==> src/rtl/gru_pkg.sv <==
// Shared constants, types and the element-slice helper for the GRU state unloader.
// Element k of a chunk lives at bits [k*W +: W].
package gru_pkg;

  localparam int EP         = 48;
  localparam int WI_vec     = 4;
  localparam int WF_vec     = 12;
  localparam int gru_size   = 624;
  localparam int time_steps = 2;
  localparam int DEPTH      = 4;

  localparam int W   = WI_vec + WF_vec;
  localparam int CPS = gru_size / EP;
  localparam int CW  = EP * W;

  // A counter that only ever holds 0 still needs one bit.
  function automatic int ctr_w(input int n);
    return (n > 1) ? $clog2(n) : 1;
  endfunction

  localparam int ELEM_W     = ctr_w(EP);
  localparam int CHUNK_W    = ctr_w(CPS);
  localparam int STEP_W     = ctr_w(time_steps);
  localparam int FIFO_CNT_W = $clog2(DEPTH) + 1;

  localparam logic [ELEM_W-1:0]  ELEM_LAST  = ELEM_W'(EP - 1);
  localparam logic [CHUNK_W-1:0] CHUNK_LAST = CHUNK_W'(CPS - 1);
  localparam logic [STEP_W-1:0]  STEP_LAST  = STEP_W'(time_steps - 1);

  typedef logic [CW-1:0] chunk_t;
  typedef logic [W-1:0]  elem_t;

  typedef enum logic {
    ST_EMPTY = 1'b0,
    ST_SHIFT = 1'b1
  } state_t;

  function automatic elem_t elem(input chunk_t c, input logic [ELEM_W-1:0] k);
    return c[k*W +: W];
  endfunction

endpackage

==> src/rtl/gru_chunk_fifo.sv <==
// Synchronous chunk FIFO with combinational head read; a write while full is ignored.
// Pop and push in the same cycle are both honoured; full/empty/count reflect the registered occupancy.
module gru_chunk_fifo #(
  parameter int WIDTH = 8,
  parameter int DEPTH = 4
) (
  input  logic                     clk,
  input  logic                     reset,
  input  logic                     wr_vld,
  input  logic [WIDTH-1:0]         wr_dat,
  input  logic                     rd_en,
  output logic [WIDTH-1:0]         rd_dat,
  output logic                     full,
  output logic                     empty,
  output logic [$clog2(DEPTH):0]   count
);

  localparam int AW = $clog2(DEPTH);
  localparam logic [AW:0] FULL_CNT = (AW+1)'(DEPTH);

  logic [WIDTH-1:0] mem [DEPTH];
  logic [AW-1:0]    wr_ptr_q, wr_ptr_d;
  logic [AW-1:0]    rd_ptr_q, rd_ptr_d;
  logic [AW:0]      count_q, count_d;
  logic             do_wr, do_rd;

  assign full  = (count_q == FULL_CNT);
  assign empty = (count_q == '0);
  assign count = count_q;
  assign do_wr = wr_vld && !full;
  assign do_rd = rd_en && !empty;
  assign rd_dat = mem[rd_ptr_q];

  always_comb begin
    wr_ptr_d = wr_ptr_q;
    rd_ptr_d = rd_ptr_q;
    count_d  = count_q;
    if (do_wr) wr_ptr_d = wr_ptr_q + AW'(1);
    if (do_rd) rd_ptr_d = rd_ptr_q + AW'(1);
    if (do_wr && !do_rd) count_d = count_q + (AW+1)'(1);
    if (!do_wr && do_rd) count_d = count_q - (AW+1)'(1);
  end

  always_ff @(posedge clk) begin
    if (!reset) begin
      wr_ptr_q <= '0;
      rd_ptr_q <= '0;
      count_q  <= '0;
    end else begin
      wr_ptr_q <= wr_ptr_d;
      rd_ptr_q <= rd_ptr_d;
      count_q  <= count_d;
    end
  end

  always_ff @(posedge clk) begin
    if (do_wr) mem[wr_ptr_q] <= wr_dat;
  end

endmodule

==> src/rtl/gru_state_unloader.sv <==
// Buffers EP-wide hidden-state chunks and streams one element per beat; first beat two edges after chunk_valid, then 1/cycle.
// out_ready stalls the stream; the cell cannot be stalled, so a full FIFO drops the chunk and sets sticky overflow. GRU_UNLOAD_CKSUM_EN adds a per-step checksum.
module gru_state_unloader
  import gru_pkg::*;
(
  input  logic          clk,
  input  logic          reset,
  input  logic          chunk_valid,
  input  logic [CW-1:0] chunk_data,
  output logic          out_valid,
  input  logic          out_ready,
  output logic [W-1:0]  out_data,
  output logic          out_last_step,
  output logic          out_last,
  output logic          overflow,
  output logic          busy
`ifdef GRU_UNLOAD_CKSUM_EN
  ,
  output logic [W-1:0]  cksum,
  output logic          cksum_valid
`endif
);

  state_t               state_q, state_d;
  chunk_t               shreg_q, shreg_d;
  logic [ELEM_W-1:0]    elem_ctr_q, elem_ctr_d;
  logic [CHUNK_W-1:0]   chunk_ctr_q, chunk_ctr_d;
  logic [STEP_W-1:0]    step_ctr_q, step_ctr_d;
  logic                 out_valid_q, out_valid_d;
  elem_t                out_data_q, out_data_d;
  logic                 out_last_step_q, out_last_step_d;
  logic                 out_last_q, out_last_d;
  logic                 overflow_q, overflow_d;

  logic                 fifo_full, fifo_empty, fifo_pop;
  logic [FIFO_CNT_W-1:0] fifo_count;
  chunk_t               fifo_rd_dat;
  logic                 hs;

  gru_chunk_fifo #(
    .WIDTH (CW),
    .DEPTH (DEPTH)
  ) u_fifo (
    .clk    (clk),
    .reset  (reset),
    .wr_vld (chunk_valid),
    .wr_dat (chunk_data),
    .rd_en  (fifo_pop),
    .rd_dat (fifo_rd_dat),
    .full   (fifo_full),
    .empty  (fifo_empty),
    .count  (fifo_count)
  );

  assign hs = out_valid_q && out_ready;

  always_comb begin
    state_d     = state_q;
    shreg_d     = shreg_q;
    elem_ctr_d  = elem_ctr_q;
    chunk_ctr_d = chunk_ctr_q;
    step_ctr_d  = step_ctr_q;
    fifo_pop    = 1'b0;
    overflow_d  = overflow_q || (chunk_valid && fifo_full);

    if (state_q == ST_EMPTY) begin
      if (!fifo_empty) begin
        fifo_pop   = 1'b1;
        shreg_d    = fifo_rd_dat;
        elem_ctr_d = '0;
        state_d    = ST_SHIFT;
      end
    end else if (hs) begin
      if (elem_ctr_q != ELEM_LAST) begin
        elem_ctr_d = elem_ctr_q + ELEM_W'(1);
      end else begin
        elem_ctr_d = '0;
        if (chunk_ctr_q == CHUNK_LAST) begin
          chunk_ctr_d = '0;
          step_ctr_d  = (step_ctr_q == STEP_LAST) ? '0 : step_ctr_q + STEP_W'(1);
        end else begin
          chunk_ctr_d = chunk_ctr_q + CHUNK_W'(1);
        end
        // Reload straight from the FIFO head so back-to-back chunks have no bubble.
        if (!fifo_empty) begin
          fifo_pop = 1'b1;
          shreg_d  = fifo_rd_dat;
        end else begin
          state_d = ST_EMPTY;
        end
      end
    end

    out_valid_d     = (state_d == ST_SHIFT);
    out_data_d      = out_valid_d ? elem(shreg_d, elem_ctr_d) : '0;
    out_last_step_d = out_valid_d && (elem_ctr_d == ELEM_LAST) && (chunk_ctr_d == CHUNK_LAST);
    out_last_d      = out_last_step_d && (step_ctr_d == STEP_LAST);
  end

`ifdef GRU_UNLOAD_CKSUM_EN
  elem_t acc_q, acc_d;
  elem_t cksum_q, cksum_d;
  logic  cksum_valid_q, cksum_valid_d;

  always_comb begin
    acc_d         = acc_q;
    cksum_d       = cksum_q;
    cksum_valid_d = 1'b0;
    if (hs) begin
      if (out_last_step_q) begin
        cksum_d       = acc_q + out_data_q;
        cksum_valid_d = 1'b1;
        acc_d         = '0;
      end else begin
        acc_d = acc_q + out_data_q;
      end
    end
  end

  assign cksum       = cksum_q;
  assign cksum_valid = cksum_valid_q;
`endif

  always_ff @(posedge clk) begin
    if (!reset) begin
      state_q         <= ST_EMPTY;
      shreg_q         <= '0;
      elem_ctr_q      <= '0;
      chunk_ctr_q     <= '0;
      step_ctr_q      <= '0;
      out_valid_q     <= 1'b0;
      out_data_q      <= '0;
      out_last_step_q <= 1'b0;
      out_last_q      <= 1'b0;
      overflow_q      <= 1'b0;
`ifdef GRU_UNLOAD_CKSUM_EN
      acc_q           <= '0;
      cksum_q         <= '0;
      cksum_valid_q   <= 1'b0;
`endif
    end else begin
      state_q         <= state_d;
      shreg_q         <= shreg_d;
      elem_ctr_q      <= elem_ctr_d;
      chunk_ctr_q     <= chunk_ctr_d;
      step_ctr_q      <= step_ctr_d;
      out_valid_q     <= out_valid_d;
      out_data_q      <= out_data_d;
      out_last_step_q <= out_last_step_d;
      out_last_q      <= out_last_d;
      overflow_q      <= overflow_d;
`ifdef GRU_UNLOAD_CKSUM_EN
      acc_q           <= acc_d;
      cksum_q         <= cksum_d;
      cksum_valid_q   <= cksum_valid_d;
`endif
    end
  end

  assign out_valid     = out_valid_q;
  assign out_data      = out_data_q;
  assign out_last_step = out_last_step_q;
  assign out_last      = out_last_q;
  assign overflow      = overflow_q;
  assign busy          = (fifo_count != '0) || (state_q == ST_SHIFT);

endmodule
==> config.mk <==
export PLATFORM = sky130hd
export DESIGN_NAME = gru_state_unloader
export DESIGN_NICKNAME = d
export VERILOG_FILES = /design/src/rtl/gru_pkg.sv /design/src/rtl/gru_chunk_fifo.sv /design/src/rtl/gru_state_unloader.sv
export SDC_FILE = /design/constraint.sdc
export NUM_CORES = 2
export LEC_CHECK = 0
export CAP_MARGIN = 20
export CORE_MARGIN = 1.5
export CORE_UTILIZATION = 55
export DETAILED_ROUTE_END_ITERATION = 10
export MAX_ROUTING_LAYER = met4
export PLACE_DENSITY = 0.72
export SYNTH_ARGS = -nofsm -noshare
export SYNTH_HDL_FRONTEND = slang
export SYNTH_SLANG_ARGS = --single-unit
==> constraint.sdc <==
create_clock -name clk -period 38.8 [get_ports clk]
set_input_delay 5.82 -clock clk [delete_from_list [all_inputs] [get_ports clk]]
set_output_delay 5.82 -clock clk [all_outputs]
set_load 0.02 [all_outputs]
## Yosys cells after proc, flatten, opt, wreduce, memory -nomap -nowiden

Memories as Yosys holds them, arrays and structs flattened. A register that Yosys moved wholly into a read port is not among the register bits.
Cells that the tools add are included.

| cells by class | value |
|---|---|
| bitwise gates (word level) | 0 |
| multiply operators | 0 |
| multiplexer cells | 30 |
| magnitude comparators | 0 |
| shifts and indexed selects | 1 |
| reductions and logical operators | 19 |
| divide/modulo/power cells | 0 |
| equal/unequal tests | 5 |
| add/sub/neg operators | 7 |

Operator list:

| operator | count |
|---|---|
| $mux 768 | 4 |
| $shiftx 768x11->16 | 1 |
| $mux 6 | 4 |
| $mux 4 | 4 |
| $mux 1 | 14 |
| $logic_and 1x1->1 | 9 |
| $eq 4x4->1 const B | 2 |
| $add 6x1->6 const B | 1 |
| $eq 6x6->1 const B | 1 |
| $mux 3 | 2 |
| $ne 6x6->1 const B | 1 |
| $add 2x1->2 const B | 2 |
| $add 4x1->4 const B | 1 |
| $logic_not 1->1 | 4 |
| $mux 2 | 2 |
| $add 3x1->3 const B | 1 |
| $eq 3x3->1 const B | 1 |
| $logic_not 3->1 | 1 |
| $reduce_bool 3->1 | 1 |
| $sub 3x1->3 const B | 1 |
| $logic_or 1x1->1 | 2 |
| $reduce_and 2->1 | 1 |
| $reduce_bool 2->1 | 1 |
| $add 1x1->1 const B | 1 |

| storage, ports and cells | value |
|---|---|
| bits in writable memories | 3,072 |
| output and inout port bits | 21 |
| input port bits | 772 |
| latch bits | 0 |
| memories kept | 1 |
| flip-flop bits (word level) | 806 |
| bits in read-only memories | 0 |

Memories:

| memory | depth | bits a word | rd ports | clocked after Yosys merged registers in | write ports | RTL line | source |
|---|---|---|---|---|---|---|---|
| u_fifo.mem | 4 | 768 | 1 | 1 | 1 | gru_chunk_fifo.sv:21 | `logic [WIDTH-1:0] mem [DEPTH];` |

## Logic depth before layout (Yosys ltp)

| logic depth | value |
|---|---|
| depth after elaboration | 10 |
| depth in mapped cells | 17 |
| gate-level depth less buffers | 11 |

## Modules after synthesis

From an unflattened synthesis, not the netlist that was laid out.

| unflattened totals | value |
|---|---|
| cell total of the unflattened synthesis | 8,975 |
| area total of the unflattened synthesis | 147,730.4 sq um |

By module, submodules not included:

| module | cells an instance | times used | seq. area each (sq um) | area an instance (sq um) |
|---|---|---|---|---|
| gru_chunk_fifo | 4,065 | 1 | 92,428.6 | 111,273.0 |
| gru_state_unloader | 4,910 | 1 | 15,995.3 | 36,457.5 |

## Least setup slack after synthesis

Ideal clock, no wire load.

| timing path | value |
|---|---|
| kind | input -> register |
| start point | input port chunk_valid |
| end point | memory u_fifo.mem[0][0] (netlist bit), enable pin |
| arrival time | 23.505 ns |
| cell stages on the path | 2 |
| buffers on the path | 0 |
| data required time | 37.562 ns |
| setup slack | 14.057 ns |
| cell sequence | a21boi_1 and2_1 |

| between the ends | value |
|---|---|
| word-level cells in the longest chain between the ends | 3 |

Ends and longest elaborated chain:

| element | RTL line | source |
|---|---|---|
| start, declared | gru_state_unloader.sv:8 | `input logic chunk_valid,` |
| $logic_and 1x1->1 | gru_chunk_fifo.sv:30 | `assign do_wr = wr_vld && !full;` |
| $mux 1 | gru_chunk_fifo.sv:57 | `if (do_wr) mem[wr_ptr_q] <= wr_dat;` |
| $mux 1 (not written as such) | gru_chunk_fifo.sv:57 |  |
| end, declared | gru_chunk_fifo.sv:21 |  |

Every way passes these cells.

## Worst setup path after layout

| timing path | value |
|---|---|
| start point | input port out_ready |
| end point | register u_fifo.count_q[2], in the netlist u_fifo.count[2] |

| between the ends | value |
|---|---|
| word-level cells in the longest chain between the ends | 7 |
| elaborated cells between the ends (all ways) | 9 |

Ends and longest elaborated chain:

| element | RTL line | source |
|---|---|---|
| start, declared | gru_state_unloader.sv:11 | `input logic out_ready,` |
| $logic_and 1x1->1 * | gru_state_unloader.sv:55 | `assign hs = out_valid_q && out_ready;` |
| $mux 1 * | gru_state_unloader.sv:73 | `end else if (hs) begin` |
| $mux 1 * | gru_state_unloader.sv:66 | `if (state_q == ST_EMPTY) begin` |
| $logic_and 1x1->1 * | gru_chunk_fifo.sv:31 | `assign do_rd = rd_en && !empty;` |
| $logic_not 1->1 | gru_chunk_fifo.sv:40 | `if (do_wr && !do_rd) count_d = count_q + (AW+1)'(1);` |
| $logic_and 1x1->1 | gru_chunk_fifo.sv:40 |  |
| $reduce_bool 2->1 (no source line) | n/a |  |
| end signal, assigned | gru_chunk_fifo.sv:52 | `count_q <= count_d;` |
| end, declared | gru_chunk_fifo.sv:24 | `logic [AW:0] count_q, count_d;` |

Mark *: on every way between the ends. The rest lies on a longest branch, timed or not.
A chain may end at the register's enable or synchronous reset.

==> metrics <==
Avg Synthesized Cell Area=16.4 µm²; post-route ant nets=0; Gates resized, CTS repair=0; Pins Over Slew Limit=0; total gr overflow=0; nets@finish=10.7k; CP Class=input port to flop; CTS tree=done; Fmax=86.3 MHz; count of final hold-check violations=0; Yosys cell types=87; Total Power=approximately 0.013 W; Setup violations, final=0; DR vias=90.3k; Clock transition at path regs=0.06 ns; largest net degree at the start of global routing=roughly 200; worst relative slew slack=0.180; synth top area cells=edfxtp_1, mux4_2, dfxtp_1, nand2_1, a21boi_0; Num CTS Buffers=385; ys flop type=edfxtp_1; RSZ-0062 raised after global routing=false; commonest non-fill, non-tap cells in the layout=edfxtp_1, nand2_1, dfxtp_1; first drt pass iteration count=6; vias in the first global route=about 85k; async set or reset register ratio after synthesis=0; # IOs=793; Starting Density=0.554; Hold Buf Count CTS=0; # rows=191; Die Wd=526 µm; GPL Wtd Cong=0.938; period utilization=0.299; fraction of layout instances using a drive strength above 1=0.154; max cap viols=0; initial drt markers=approximately 15k; antenna violations before repair=246; Mapped Area=0.150 mm²; setup ws final=27.21 ns; worst slew pin tran=1.22 ns; vias per cell=6.45; Final HPWL DP=310,000 µm; maximum vdd drop=0.110 mV; most common cell after layout, fill and taps aside=edfxtp_1; outcome=complete, no violations; critical path peak fanout=147; DR WL/cell=33.1 µm; CP endpoint kind=flop; Clock Sinks=3,880; die area=0.276 mm²; Synth Instances=around 9k; YS warnings=0; Syn Nets=9,945; share of Yosys cell area claimed by the top area cell type=0.614; core box area=around 0.27 mm²; WL final=464,000 µm; Yosys reg bits=3,880; Area Growth Syn to Fin=16.3%; Hold WC Path Type=flop to flop; worst hold slack=0.462 ns; global-route wire length before repair=645,000 µm; critical path startpoint category=input port; H-tree levels=5; Power Density=75.1 mW/mm²; Place WS=26.49 ns; # DRC=0; Root Buffer=clkbuf_16; skew final=0.0691 ns; TNS Setup=0 ns; Yosys top cell by area=edfxtp_1; gr usage total=0.341; clock buffer depth=4; setup bufs post-CTS=0; Seq/Total Area, Yosys=0.722; leakage power=55.4 nW; worst skew pair latency=0.96 ns; fin crit period=roughly 12 ns; number of enable flip-flop cells after synthesis=3,072; number of I/O port buffers=792; crit path DAT=12.46 ns; CP required=39.67 ns; Fillers=~18k; Die Y=526 µm
[kinds of logic after synthesis]
logic type / synth area share
compound gates: 0.0691
xor+xnor: 0.000466
fa+ha+maj: 0.000799
buf+inv: 0.0212
flops: 0.722
mux: 0.124
simple gates: 0.0623
[through the flow]
stage / util / cell area [µm²] / instances
detailed placement: 0.594 / 161000 / 13058
global route: 0.644 / 175000 / 13964
finish: 0.644 / 175000 / 14007
global placement: 0.594 / 161000 / 13054
CTS: 0.642 / 174000 / 13783
floorplan: - / 150000 / 9164
[Yosys cell counts (all sizes together) (5+ instances only)]
library cell and number:
edfxtp 3072, nand2 1885, dfxtp 808, mux4 770, a21boi 743, buf 364
clkbuf 263, a31oi 156, o21ai 132, mux2i 126, nand3 114, a211oi 101
and3 71, nor3 55, a21oi 50, nor2 47, a311oi 36, o211ai 30
nor4 27, and2 22, o211a 22, nor2b 21, o2111ai 20, o22ai 19
inv 17, a211o 16, nand4 15, o31ai 13, or3 10, a2111oi 9
a311o 9, mux2 9, o311ai 9, a32oi 8, ha 8, or4 8
a22o 7, o221ai 7, or4b 7, a221oi 5, o221a 5, o32ai 5
xnor2 5
[state kept, by name, summed over array words and instances, names as in the netlist, named ones only]
signal / count
out_valid: 1
u_fifo.count: 3
out_data: 16
shreg_q: 768
out_last: 1
u_fifo.mem: 3072
step_ctr_q: 1
overflow: 1
u_fifo.wr_ptr_q: 2
out_last_step: 1
u_fifo.rd_ptr_q: 2
elem_ctr_q: 6
chunk_ctr_q: 4
[where the power goes]
part	total [W]	switching, W	leakage (nW)	internal [W]
logic	0.00374	0.00254	14.4	0.00120
clock network	0.00379	0.00162	6.27	0.00217
registers	0.00561	0.000334	34.8	0.00527
total	0.0131	0.00449	55.4	0.00864
[layer usage]
metal | global-route usage | wire length (µm) | up-vias
li1 | - | - | 37183
met1 | 0.481 | 178000 | 46379
met2 | 0.455 | 197000 | 5999
met3 | 0.128 | 72100 | 743
met4 | 0.117 | 16300 | 0
met5 | - | 0 | -
[worst max-delay path, cell delays in order]
cell             delay, ns
clkdlybuf4s50_1       0.68
nand4_1               0.25
o21ai_2               0.19
buf_4                 0.38
nand2_8               0.54
inv_16                0.68
buf_4                 0.70
buf_4                 0.78
buf_4                 0.82
ha_1                  0.32
inv_1                 0.07
fa_1                  0.38
xor2_1                0.16
or3_1                 0.30
a21boi_0              0.17
[final cells by class]
| type | count | area [µm²] | share of cell area |
|---|---|---|---|
| Inverter | 17 | 80.1 | 0.000458 |
| Antenna cell | 222 | 556 | 0.00318 |
| Multi-Input combinational cell | 4640 | 38900 | 0.222 |
| Tap cell | 3570 | 4470 | 0.0256 |
| Clock buffer | 521 | 10700 | 0.0610 |
| Clock inverter | 204 | 2280 | 0.0131 |
| Timing Repair Buffer | 953 | 9410 | 0.0538 |
| Sequential cell | 3880 | 108000 | 0.620 |
[path summary, 6_finish.rpt]
kind         slack [ns]  depth (start not counted)               to          start
max               27.21                         15  u_fifo.count[2]      out_ready
min reg2reg        0.46                          2     shreg_q[384]   shreg_q[384]
max reg2reg       31.98                         15  u_fifo.count[2]  elem_ctr_q[0]
min                0.46                          2     shreg_q[384]   shreg_q[384]
Note: power is estimated with default switching activity, not from simulation.
